**config.mk**
```make
export PLATFORM = sky130hd
export DESIGN_NAME = mem_access_unit_flat
export DESIGN_NICKNAME = d
export VERILOG_FILES = /design/src/rtl/mem_access_unit_if.sv /design/src/rtl/mem_access_unit.sv /design/src/flat_wrapper.sv
export SDC_FILE = /design/constraint.sdc
export NUM_CORES = 1
export LEC_CHECK = 0
export CAP_MARGIN = 10
export CORE_ASPECT_RATIO = 1.2
export CORE_MARGIN = 4
export CORE_UTILIZATION = 40
export DETAILED_ROUTE_END_ITERATION = 8
export PLACE_DENSITY = 0.84
export SETUP_SLACK_MARGIN = 0.3
export SLEW_MARGIN = 10
export SYNTH_ARGS = -nofsm -noshare
export SYNTH_HDL_FRONTEND = slang
export SYNTH_SLANG_ARGS = --single-unit
export TNS_END_PERCENT = 20
```
**constraint.sdc**
```tcl
create_clock -name clk -period 1.8 [get_ports clk]
set_clock_uncertainty 0.1 [all_clocks]
set_input_delay 0.27 -clock clk [delete_from_list [all_inputs] [get_ports clk]]
set_output_delay 0.27 -clock clk [all_outputs]
set_load 0.005 [all_outputs]
```
**src/rtl/mem_access_unit_if.sv**
```systemverilog
// Request/response and memory-port bundle for mem_access_unit.
// master: the access unit itself; slave: datapath control plus memory.
// Optional MEM_ALIGN_CHECK_EN adds the fault response bit.
interface mem_access_unit_if #(
    parameter int unsigned DATA_W  = 16,
    parameter int unsigned ADDR_W  = 16,
    parameter int unsigned MAX_IND = 2
);
    localparam int unsigned BE_W  = DATA_W / 8;
    localparam int unsigned IND_W = $clog2(MAX_IND + 1);

    logic              req_valid;
    logic              req_ready;
    logic              req_write;
    logic              req_byte;
    logic [IND_W-1:0]  req_indirect;
    logic [ADDR_W-1:0] req_addr;
    logic [DATA_W-1:0] req_wdata;
    logic [ADDR_W-1:0] mem_address;
    logic [DATA_W-1:0] mem_wdata;
    logic [BE_W-1:0]   mem_byte_enable;
    logic              mem_read;
    logic              mem_write;
    logic [DATA_W-1:0] mem_rdata;
    logic              mem_resp;
    logic              rsp_valid;
    logic [DATA_W-1:0] rsp_rdata;
    logic              busy;
`ifdef MEM_ALIGN_CHECK_EN
    logic              fault;
`endif

    modport master (
`ifdef MEM_ALIGN_CHECK_EN
        output fault,
`endif
        input  req_valid, req_write, req_byte, req_indirect, req_addr, req_wdata,
        input  mem_rdata, mem_resp,
        output req_ready, mem_address, mem_wdata, mem_byte_enable, mem_read, mem_write,
        output rsp_valid, rsp_rdata, busy
    );

    modport slave (
`ifdef MEM_ALIGN_CHECK_EN
        input  fault,
`endif
        output req_valid, req_write, req_byte, req_indirect, req_addr, req_wdata,
        output mem_rdata, mem_resp,
        input  req_ready, mem_address, mem_wdata, mem_byte_enable, mem_read, mem_write,
        input  rsp_valid, rsp_rdata, busy
    );
endinterface

```
**src/rtl/mem_access_unit.sv**
```systemverilog
// Load/store access unit: runs one LDR/STR/LDB/STB/LDI/STI access per request,
// following up to MAX_IND pointer levels, with byte-lane select/replicate.
// Optional MEM_ALIGN_CHECK_EN: misaligned word/pointer accesses end with fault=1
// instead of being silently aligned.
module mem_access_unit #(
    parameter int unsigned DATA_W  = 16,
    parameter int unsigned ADDR_W  = 16,
    parameter int unsigned MAX_IND = 2
) (
    input logic               clk,
    input logic               rst_n,
    mem_access_unit_if.master bus
);
    localparam int unsigned BE_W   = DATA_W / 8;
    localparam int unsigned LANE_W = $clog2(BE_W);
    localparam int unsigned IND_W  = $clog2(MAX_IND + 1);

    typedef enum logic [2:0] {StIdle, StInd, StAccRd, StAccWr, StDone} state_e;

    state_e            state_q, state_d;
    logic [ADDR_W-1:0] addr_q, addr_d;
    logic [DATA_W-1:0] wdata_q, wdata_d;
    logic              write_q, write_d;
    logic              byte_q, byte_d;
    logic [IND_W-1:0]  ind_cnt_q, ind_cnt_d;
    logic [DATA_W-1:0] rdata_q, rdata_d;
    logic              fault_q, fault_d;

    logic [LANE_W-1:0] lane;
    logic [7:0]        byte_sel;
    logic [IND_W-1:0]  ind_clamped;
    logic              align_fault;
    state_e            acc_state;

    assign lane        = addr_q[LANE_W-1:0];
    assign byte_sel    = bus.mem_rdata[{lane, 3'b000} +: 8];
    assign ind_clamped = (bus.req_indirect > IND_W'(MAX_IND)) ? IND_W'(MAX_IND)
                                                               : bus.req_indirect;
    assign acc_state   = write_q ? StAccWr : StAccRd;

`ifdef MEM_ALIGN_CHECK_EN
    // Pointer reads are always full-word; final accesses only matter for words.
    assign align_fault = (addr_q[LANE_W-1:0] != '0) &&
                         ((state_q == StInd) ||
                          (((state_q == StAccRd) || (state_q == StAccWr)) && !byte_q));
    assign bus.fault   = fault_q;
`else
    assign align_fault = 1'b0;
`endif

    // State and transaction registers
    always_ff @(posedge clk or negedge rst_n) begin
        if (!rst_n) begin
            state_q   <= StIdle;
            addr_q    <= '0;
            wdata_q   <= '0;
            write_q   <= 1'b0;
            byte_q    <= 1'b0;
            ind_cnt_q <= '0;
            rdata_q   <= '0;
            fault_q   <= 1'b0;
        end else begin
            state_q   <= state_d;
            addr_q    <= addr_d;
            wdata_q   <= wdata_d;
            write_q   <= write_d;
            byte_q    <= byte_d;
            ind_cnt_q <= ind_cnt_d;
            rdata_q   <= rdata_d;
            fault_q   <= fault_d;
        end
    end

    // Next-state: accept, pointer chase, final access, completion
    always_comb begin
        state_d   = state_q;
        addr_d    = addr_q;
        wdata_d   = wdata_q;
        write_d   = write_q;
        byte_d    = byte_q;
        ind_cnt_d = ind_cnt_q;
        rdata_d   = rdata_q;
        fault_d   = fault_q;
        case (state_q)
            StIdle: begin
                if (bus.req_valid) begin
                    addr_d    = bus.req_addr;
                    wdata_d   = bus.req_wdata;
                    write_d   = bus.req_write;
                    byte_d    = bus.req_byte;
                    ind_cnt_d = ind_clamped;
                    rdata_d   = '0;
                    fault_d   = 1'b0;
                    if (ind_clamped != '0) begin
                        state_d = StInd;
                    end else begin
                        state_d = bus.req_write ? StAccWr : StAccRd;
                    end
                end
            end
            StInd: begin
                if (align_fault) begin
                    fault_d = 1'b1;
                    state_d = StDone;
                end else if (bus.mem_resp) begin
                    addr_d    = ADDR_W'(bus.mem_rdata);
                    ind_cnt_d = ind_cnt_q - IND_W'(1);
                    if (ind_cnt_q == IND_W'(1)) begin
                        state_d = acc_state;
                    end
                end
            end
            StAccRd: begin
                if (align_fault) begin
                    fault_d = 1'b1;
                    state_d = StDone;
                end else if (bus.mem_resp) begin
                    rdata_d = byte_q ? DATA_W'(byte_sel) : bus.mem_rdata;
                    state_d = StDone;
                end
            end
            StAccWr: begin
                if (align_fault) begin
                    fault_d = 1'b1;
                    state_d = StDone;
                end else if (bus.mem_resp) begin
                    state_d = StDone;
                end
            end
            StDone:  state_d = StIdle;
            default: state_d = StIdle;
        endcase
    end

    // Moore outputs; bus fields are zero whenever no strobe is active
    always_comb begin
        bus.mem_address     = '0;
        bus.mem_wdata       = '0;
        bus.mem_byte_enable = '0;
        bus.mem_read        = 1'b0;
        bus.mem_write       = 1'b0;
        if (((state_q == StInd) || (state_q == StAccRd) || (state_q == StAccWr)) &&
            !align_fault) begin
            bus.mem_address     = {addr_q[ADDR_W-1:LANE_W], {LANE_W{1'b0}}};
            bus.mem_byte_enable = ((state_q == StInd) || !byte_q) ? {BE_W{1'b1}}
                                                                   : BE_W'(1) << lane;
            bus.mem_read        = (state_q != StAccWr);
            bus.mem_write       = (state_q == StAccWr);
            if (state_q == StAccWr) begin
                bus.mem_wdata = byte_q ? {BE_W{wdata_q[7:0]}} : wdata_q;
            end
        end
    end

    assign bus.req_ready = (state_q == StIdle);
    assign bus.busy      = (state_q != StIdle);
    assign bus.rsp_valid = (state_q == StDone);
    assign bus.rsp_rdata = rdata_q;

endmodule

```
**src/flat_wrapper.sv**
```systemverilog
// flat-port wrapper written by rule: the top's interface ports become plain ports
module mem_access_unit_flat 
#(
    parameter int unsigned DATA_W  = 16,
    parameter int unsigned ADDR_W  = 16,
    parameter int unsigned MAX_IND = 2
)
  (clk, rst_n, bus_req_valid, bus_req_write, bus_req_byte, bus_req_indirect, bus_req_addr, bus_req_wdata, bus_mem_rdata, bus_mem_resp, bus_req_ready, bus_mem_address, bus_mem_wdata, bus_mem_byte_enable, bus_mem_read, bus_mem_write, bus_rsp_valid, bus_rsp_rdata, bus_busy);
  mem_access_unit_if #(.DATA_W(DATA_W), .ADDR_W(ADDR_W), .MAX_IND(MAX_IND)) bus_i ();
  input logic clk;
  input logic rst_n;
  input wire logic [$bits(bus_i.req_valid)-1:0] bus_req_valid;
  input wire logic [$bits(bus_i.req_write)-1:0] bus_req_write;
  input wire logic [$bits(bus_i.req_byte)-1:0] bus_req_byte;
  input wire logic [$bits(bus_i.req_indirect)-1:0] bus_req_indirect;
  input wire logic [$bits(bus_i.req_addr)-1:0] bus_req_addr;
  input wire logic [$bits(bus_i.req_wdata)-1:0] bus_req_wdata;
  input wire logic [$bits(bus_i.mem_rdata)-1:0] bus_mem_rdata;
  input wire logic [$bits(bus_i.mem_resp)-1:0] bus_mem_resp;
  output wire logic [$bits(bus_i.req_ready)-1:0] bus_req_ready;
  output wire logic [$bits(bus_i.mem_address)-1:0] bus_mem_address;
  output wire logic [$bits(bus_i.mem_wdata)-1:0] bus_mem_wdata;
  output wire logic [$bits(bus_i.mem_byte_enable)-1:0] bus_mem_byte_enable;
  output wire logic [$bits(bus_i.mem_read)-1:0] bus_mem_read;
  output wire logic [$bits(bus_i.mem_write)-1:0] bus_mem_write;
  output wire logic [$bits(bus_i.rsp_valid)-1:0] bus_rsp_valid;
  output wire logic [$bits(bus_i.rsp_rdata)-1:0] bus_rsp_rdata;
  output wire logic [$bits(bus_i.busy)-1:0] bus_busy;
  assign bus_i.req_valid = bus_req_valid;
  assign bus_i.req_write = bus_req_write;
  assign bus_i.req_byte = bus_req_byte;
  assign bus_i.req_indirect = bus_req_indirect;
  assign bus_i.req_addr = bus_req_addr;
  assign bus_i.req_wdata = bus_req_wdata;
  assign bus_i.mem_rdata = bus_mem_rdata;
  assign bus_i.mem_resp = bus_mem_resp;
  assign bus_req_ready = bus_i.req_ready;
  assign bus_mem_address = bus_i.mem_address;
  assign bus_mem_wdata = bus_i.mem_wdata;
  assign bus_mem_byte_enable = bus_i.mem_byte_enable;
  assign bus_mem_read = bus_i.mem_read;
  assign bus_mem_write = bus_i.mem_write;
  assign bus_rsp_valid = bus_i.rsp_valid;
  assign bus_rsp_rdata = bus_i.rsp_rdata;
  assign bus_busy = bus_i.busy;
  mem_access_unit #(.DATA_W(DATA_W), .ADDR_W(ADDR_W), .MAX_IND(MAX_IND)) u_core (.clk(clk), .rst_n(rst_n), .bus(bus_i));
endmodule
```
# == Word-level counts from Yosys, hierarchy flattened ==
# Index checks and enable logic that the tools add are counted.
# op_classes
n_addsub,1
mul,0
n_div,0
n_lt_le_gt_ge,1
n_eq_ne,11
shift,2
mux,27
bitwise,0
reduce_logical,14
# ops
operator,count
two-way mux 16 bit,9
case mux 16 bit (2 select lines),2
variable part select 16 x 5 -> 8 bit,1
two-way mux 3 bit,5
two-way mux 2 bit,5
case mux 3 bit (3 select lines),1
"equality test 3 x 2 -> 1 bit, second input constant",2
"inequality test 2 bit, second input constant",3
AND reduction 3 bit,2
nonzero test 2 bit,3
two-way mux 1 bit,4
"inequality test 2 x 1 -> 1 bit, second input constant",2
case mux 2 bit (2 select lines),1
AND reduction 4 bit,1
"equality test 3 x 1 -> 1 bit, second input constant",1
"equality test 3 bit, second input constant",1
logical NOT 3 bit,1
logical OR 1 bit,3
"inequality test 3 x 2 -> 1 bit, second input constant",1
nonzero test 3 bit,1
"equality test 2 x 1 -> 1 bit, second input constant",1
"> comparator 2 bit, second input constant",1
AND reduction 2 bit,1
OR reduction 2 bit,1
other kinds (3),3
# totals
regBits,55
latch_bits,0
ram_bits,0
rom_bits,0
in_bits,56
output_inout_bits,55
elab_cells,63
n_memories,0

# == Longest topological paths before layout ==
# Gate-level depths: netlist of run 1.
# logic_depth
ltp_word,6
depth_mapped,7

# == Worst setup path after synthesis of run 1 ==
# No wires, ideal clock.
# synth_timing
path_kind,register -> register
startpoint,reg u_core.state_q[2]
endpoint,reg u_core.wdata_q[0]
setup_ps,125
t_arrival_ps,1572
t_required_ps,1575
setup_slack_ps,3
path_stages_with_launch,8
path_buffers,3
path_cell_list,dfrtp_1 -> buf_6 -> or3_4 -> inv_2 -> and2_1 -> buf_6 -> buf_12 -> mux2_4
# synth_via
elab_chain_cells,2
# synth_lines
item,line_no,source
start: declaration,mem_access_unit.sv:20,"state_e state_q, state_d;"
start signal: assignment,mem_access_unit.sv:54,state_q <= StIdle;
start signal: assignment,mem_access_unit.sv:63,state_q <= state_d;
logical NOT 3 bit,n/a,
named net bus_req_ready,flat_wrapper.sv:20,output wire logic [$bits(bus_i.req_ready)-1:0] bus_req_ready;
AND reduction 2 bit (no line),n/a,
end signal: assignment,mem_access_unit.sv:65,wdata_q <= wdata_d;
end: declaration,mem_access_unit.sv:22,"logic [DATA_W-1:0] wdata_q, wdata_d;"
# The timed path passes the listed nets, and every way through them passes these cells.
# A chain may end at the register's enable or synchronous reset.

# == Worst setup path in the final report of run 1 ==
# layout_timing
startpoint,reg u_core.state_q[0]
endpoint,out bus_mem_wdata[14]
# layout_via
elab_chain_cells,4
elab_cells_between_ends,7
# layout_lines
item,line_no,source
equality test 3 x 1 -> 1 bit / equality test 3 x 2 -> 1 bit (equally long branches),mem_access_unit.sv:142,if (((state_q == StInd) || (state_q == StAccRd) || (state_q == StAccWr)) &&
logical OR 1 bit (2 in a row),mem_access_unit.sv:142,
two-way mux 16 bit *,mem_access_unit.sv:142,
end: declaration,flat_wrapper.sv:22,output wire logic [$bits(bus_i.mem_wdata)-1:0] bus_mem_wdata;
# Mark *: on every way between the ends. The rest lies on a longest branch, timed or not.

==> impl_metrics.ini, run 1 <==
[routing]
drt.antenna.violating_nets = 0
drt-wirelength-per-cell_um = 18.49
vias = 2362
detailedRoute.firstPassIterationCount = 4
detail_route.wirelength_um = 8470
post-route-drc-count = 0
number_of_drc_violations_after_detailed_routing_iteration_0 = 53
via_per_inst = 5.157

[setup_path]
critical-path-top-delay-family = buffers and inverters
worst_setup_path_end_kind = output port
cp_slowest_cell = dfrtp_1
crit_arrival_ns = 1.71
worst-setup-path-type = register to output port
crit_fanout = 4
timing.critical_path.cells = buf_6 -> nand3b_1 -> buf_4 -> buf_6 -> buf_6 -> nor2_2 -> buf_2
critPathLaunchType = register
worst_path_most_repeated_cell = buf_6
worst_ep_required_time_ns = 1.43
stage_delay_of_the_slowest_cell_on_the_critical_path_ns = 0.43
critical_path_buf_inv_count = 5

[yosys]
post_synth.cell_area_avg_sq_um = 12.80
ys_top_cells_by_area = dfrtp_1, mux2_2, mux2_4
syn-cell-area_sq_um = 2866
ys_seq_elements = 55
synthDistinctLibCells = 33
yosys.area.top_type_share_pct = 48.01
sequential_cell_area_fraction_in_the_yosys_report_pct = 48.01
synthesis.instances = 224
syn_nets = 281
synth_warnings = 0
yosys.area.top_type = dfrtp_1

[status]
failed_checks = setup timing
run_status = complete, but fails checks

[place]
place_ws_ns = -0.1459
dp_hpwl_um = 5611
io_buffer_count = 109
placed_area_sq_um = 4110
gp_routability_congestion = 0.8162

[finish]
synthToLayoutAreaGrowth_pct = 60.50
layout-drive-gt1-share_pct = 48.52
fillCellCount = 505
layout.cells.most_common_list = dfrtp_1, clkdlybuf4s50_1, buf_6
number_of_nets_in_the_layout = 428
antenna_cells = 0
finalInstanceArea_sq_um = 4601
layout.cells.most_common = dfrtp_1

[grt]
antenna_found_initial = 0
grt_use_total_pct = 19.30
grt_first_pass_wirelength_um = 13160
grt_start_max_net_pins = 56
global_route.overflow_total = 0
vias_in_the_first_global_route = 2648

[sta]
rsz0062_at_grt = yes
final_hold_vios = 0
postLayoutSetupSlackWorst_ns = -0.2796
finalSetupViolCount = 78
report.final.slew_viol_count = 0
fmax_mhz = 480.9
final.min_clock_period_ns = 2.080
finalCritPeriodShare_pct = 115.5

[cts]
clock_tree_from_tritoncts = built
worst_skew_pair.late_latency_ns = 0.31
cts.reportedPaths.clkPinSlew_ns = 0.10
numCtsBuffers = 5
htreeDepth = 2
clock_sink_count = 55
root_buffer = clkbuf_8
cts-root-to-sink-buffers = 2

[floorplanning]
core.rowCount = 33
die-area_sq_um = 8590
initial_core_utilization_pct = 41.57
core_sq_um = 6895
die_width_um = 85.28
die_height_um = 100.7
top_level_ports = 111

[pwr]
post-layout-total-power_mw = 7.735
cellLeakagePower_nw = 2.232
ir_drop_mv = 0.8434
power.density_nw_per_um2 = 1681

[flow_run]
cap_violations = 0

[min_path]
worst_min_delay_path_class = input pin to asynchronous set/reset pin
## report_power, final
group          switching, mW  internal (mW)
Sequential             0.400           1.83
Clock                  0.430          0.408
Combinational           1.75           2.91
Total                   2.58           5.15
## synth_stat cells, drive strengths merged
| cell | n |
|---|---|
| dfrtp | 55 |
| nand3 | 1 |
| o21a | 2 |
| conb | 1 |
| o2bb2ai | 8 |
| a311oi | 2 |
| ha | 1 |
| nor2 | 12 |
| nand2 | 2 |
| nor4b | 1 |
| mux2i | 20 |
| or3 | 4 |
| o21ai | 1 |
| xnor2 | 1 |
| a21o | 1 |
| inv | 7 |
| buf | 12 |
| clkbuf | 3 |
| a211oi | 1 |
| nor3 | 1 |
| a22o | 9 |
| or2 | 1 |
| a31oi | 1 |
| and2 | 25 |
| mux2 | 50 |
| nand3b | 2 |
## worst register-to-register path: stages, from the launching register on
cell	delay, ns
dfrtp_1	0.44
buf_6	0.14
buf_4	0.12
buf_6	0.13
mux2i_1	0.12
or3_4	0.35
buf_12	0.17
mux2_4	0.31
## state kept, by name, summed over array words and instances, names as in the netlist
register              count
u_core.addr_q            16
u_core.byte_q             1
u_core.ind_cnt_q          2
u_core.write_q            1
u_core.wdata_q           16
u_core.bus.rsp_rdata     16
u_core.state_q            3
## cell type report
cell class / instances / area [sq um] / share of cell area (%)
Tap cell: 87 / 108.9 / 2.366
Multi-Input combinational cell: 149 / 1540 / 33.48
Timing Repair Buffer: 152 / 1433 / 31.14
Sequential cell: 55 / 1376 / 29.92
Inverter: 7 / 28.78 / 0.6255
Clock inverter: 2 / 37.54 / 0.8159
Clock buffer: 5 / 68.82 / 1.496
Timing Repair inverter: 1 / 7.507 / 0.1632
## timing repair
action                                 4_1_cts  5_1_grt
cloned                                       2        2
setup endpoints to repair                  106       91
hold buffers                                 1        0
pin swaps                                   29       13
setup buffers                               18        4
resized for setup                          187       61
endpoints found under the hold margin       55        0
## routing by layer
metal	vias up	track usage, %	wire [um]
met5	-	0	0
met4	0	4.385	68
met3	6	6.051	698
met2	96	34.39	4307
met1	1178	22.65	3395
li1	1082	-	-
## stage by stage
step                      utilization, %  hold WS, ns  cells  TNS (ns)
final                              66.72       0.3730    458    -9.189
after global routing               66.72       0.4130    458    -13.61
after CTS                          64.29       0.3968    452    -8.590
after detailed placement           59.61       0.1933    424    -3.274
after global placement             59.61       0.1903    424    -1.805
after floorplan                        -      -0.1256    224         0
## logic make-up after synthesis
family	share of synthesized area, %
multiplexers	28.98
flip-flops	48.01
AND/OR/NAND/NOR	9.733
AO/OA/AOI/OAI	7.246
buffers and inverters	5.150
adder cells (fa/ha/maj)	0.4364
other	0.1308
XOR/XNOR	0.3056
## path summary, 6_finish.rpt
check                                                         start                                   end  slack (ns)  cells past startpoint
worst min-delay path                                          rst_n  u_core.bus.rsp_rdata[14]$_DFFE_PN0P_        0.37                      3
max in group asynchronous                                     rst_n         u_core.wdata_q[7]$_DFFE_PN0P_        0.97                      3
worst min register to register  u_core.bus.rsp_rdata[5]$_DFFE_PN0P_   u_core.bus.rsp_rdata[5]$_DFFE_PN0P_        0.40                      1
min in group clk                u_core.bus.rsp_rdata[5]$_DFFE_PN0P_   u_core.bus.rsp_rdata[5]$_DFFE_PN0P_        0.40                      1
worst max register to register        u_core.state_q[0]$_DFFE_PN0P_          u_core.addr_q[8]$_DFFE_PN0P_       -0.17                      7
worst max-delay path                  u_core.state_q[0]$_DFFE_PN0P_                     bus_mem_wdata[14]       -0.28                      7
(Power assumes the default switching activity.)
==> inputs of run 2 (changes only) <==
--- a/config.mk
+++ b/config.mk
@@ -8,9 +8,10 @@
 export CAP_MARGIN = 10
 export CORE_ASPECT_RATIO = 1.2
 export CORE_MARGIN = 4
-export CORE_UTILIZATION = 40
+export CORE_UTILIZATION = 57
 export DETAILED_ROUTE_END_ITERATION = 8
-export PLACE_DENSITY = 0.84
+export DONT_BUFFER_PORTS = 1
+export PLACE_DENSITY = 0.82
 export SETUP_SLACK_MARGIN = 0.3
 export SLEW_MARGIN = 10
 export SYNTH_ARGS = -nofsm -noshare
==> run 2 against run 1 <==
The run ends with hold timing, setup timing left. Via count fell by 19%. Die area fell by 27%. Sequential power rose by 3%. Fmax rose by 10%. Final cell count fell by 29%. Final area fell by 21%. First-iteration DRC count rose by 100%. Wire length fell by 17%. Clock power barely moved. Worst hold slack got worse by 0.83 ns. Critical path depth fell by 1. Largest power group unchanged.
==> impl_metrics.ini, run 2 (same netlist as run 1, synthesis figures left out) <==
[routing]
via_per_inst = 5.923
drt.antenna.violating_nets = 0
vias = 1925
detail_route.wirelength_um = 7058
drt-wirelength-per-cell_um = 21.72
number_of_drc_violations_after_detailed_routing_iteration_0 = 108
detailedRoute.firstPassIterationCount = 4
post-route-drc-count = 0

[place]
place_ws_ns = 0.001931
io_buffer_count = 0
gp_routability_congestion = 0.7489
dp_hpwl_um = 4334

[floorplanning]
initial_core_utilization_pct = 58.44
core_sq_um = 4905
die_width_um = 72.74
top_level_ports = 111
core.rowCount = 28
die-area_sq_um = 6232
die_height_um = 85.69

[setup_path]
worst_ep_required_time_ns = 1.89
timing.rr.start = u_core.state_q[0]$_DFFE_PN0P_
r2r_cells = 6
reg2reg_slack_ns = -0.09
worst_setup_path_end_kind = register
worst-setup-path-type = register to register
rr_endpoint = u_core.wdata_q[10]$_DFFE_PN0P_
crit_fanout = 7
critPathLaunchType = register
crit_arrival_ns = 1.97

[sta]
postLayoutSetupSlackWorst_ns = -0.08823
final.min_clock_period_ns = 1.888
finalSetupViolCount = 37
report.final.slew_viol_count = 0
fmax_mhz = 529.6
rsz0062_at_grt = yes
finalCritPeriodShare_pct = 104.9
final_hold_vios = 55
finalHoldWorstSlack_ns = -0.4554

[pwr]
cellLeakagePower_nw = 1.662
power.density_nw_per_um2 = 1769
post-layout-total-power_mw = 6.402
ir_drop_mv = 0.8693

[flow_run]
cap_violations = 0

[cts]
htreeDepth = 2
cts-root-to-sink-buffers = 2
root_buffer = clkbuf_8
clock_sink_count = 55
worst_skew_pair.late_latency_ns = 0.30
cts.reportedPaths.clkPinSlew_ns = 0.10
clock_tree_from_tritoncts = built
numCtsBuffers = 5

[status]
failed_checks = hold timing, setup timing
run_status = complete, but fails checks

[grt]
antenna_found_initial = 0
grt_start_max_net_pins = 56
vias_in_the_first_global_route = 2016
global_route.overflow_total = 0
grt_use_total_pct = 21.76
grt_first_pass_wirelength_um = 10390

[finish]
layout-drive-gt1-share_pct = 40.38
synthToLayoutAreaGrowth_pct = 26.23
number_of_nets_in_the_layout = 321
layout.cells.most_common_list = dfrtp_1, mux2_4, dlygate4sd3_1
layout.cells.most_common = dfrtp_1
antenna_cells = 0
fillCellCount = 330

[min_path]
worst_min_delay_path_class = input pin to asynchronous set/reset pin
-- run 2: cell types whose count changed in the layout (fill, tap and decap cells not counted), sizes merged --
cell	before	now
inv	7	8
dlygate4sd2	16	0
clkdlybuf4s50	54	0
dlygate4sd3	1	25
clkinv	0	1
clkdlybuf4s15	2	0
clkbuf	14	5
clkinvlp	2	0
buf	70	23
and2	27	25
-- run 2: layer usage --
layer | part of all wire (%) | GRT usage, % | vias up
met5 | 0 | 0 | -
met4 | 1.0 | 4.698 | 0
met3 | 9.2 | 7.855 | 8
met2 | 54 | 38.26 | 84
met1 | 36 | 25.19 | 962
li1 | - | - | 871
-- run 2: report_power, final --
| part | switching [mW] | internal, mW |
|---|---|---|
| clock network | 0.414 | 0.422 |
| logic | 1.37 | 1.90 |
| registers | 0.465 | 1.83 |
| total | 2.25 | 4.15 |
-- run 2: final cells by class --
type	instances	area, sq um	share of cell area [%]
inverters	7	26.28	0.7261
repair buffers	48	515.5	14.25
flip-flops and latches	55	1376	38.04
clock buffers	5	68.82	1.902
multi-input cells	147	1509	41.70
clock inverters	3	47.55	1.314
well taps	60	75.07	2.075
-- run 2: worst max-delay path by stage --
stage | slack [ns] | end | cells after the start | from
2_1_floorplan | 0.006 | u_core.wdata_q[0]$_DFFE_PN0P_ | 7 | u_core.state_q[2]$_DFFE_PN0P_
3_3_place_gp | 0.02 | u_core.wdata_q[13]$_DFFE_PN0P_ | 4 | u_core.state_q[0]$_DFFE_PN0P_
3_5_place_dp | 0.002 | u_core.bus.rsp_rdata[10]$_DFFE_PN0P_ | 3 | u_core.state_q[2]$_DFFE_PN0P_
4_1_cts | -0.03 | bus_mem_wdata[5] | 5 | u_core.state_q[0]$_DFFE_PN0P_
5_1_grt | -0.17 | bus_mem_wdata[6] | 5 | u_core.state_q[0]$_DFFE_PN0P_
6_report | -0.09 | u_core.wdata_q[10]$_DFFE_PN0P_ | 6 | u_core.state_q[0]$_DFFE_PN0P_
-- run 2: worst max-delay path, cell delays in order (launching register included) --
cell and delay, ns:
dfrtp_1 0.44, buf_6 0.14, or3_4 0.37, inv_2 0.07
and2_4 0.20, buf_12 0.14, mux2_4 0.31
-- run 2: metrics by stage --
stage	instance area (sq um)	utilization (%)	std cells	TNS (ns)
2_1_floorplan	2873	-	224	0
3_3_place_gp	2948	60.10	284	0
3_5_place_dp	2948	60.10	284	0
4_1_cts	3428	69.90	319	-0.6151
5_1_grt	3618	73.78	325	-5.456
6_report	3618	73.78	325	-1.786
-- run 2: repair_timing --
item	CTS	global route
buffers inserted	4	2
gates cloned	1	1
hold buffers	22	3
pin swaps	4	22
setup endpoints to repair	89	90
endpoints found under the hold margin	78	58
resized for setup	24	28
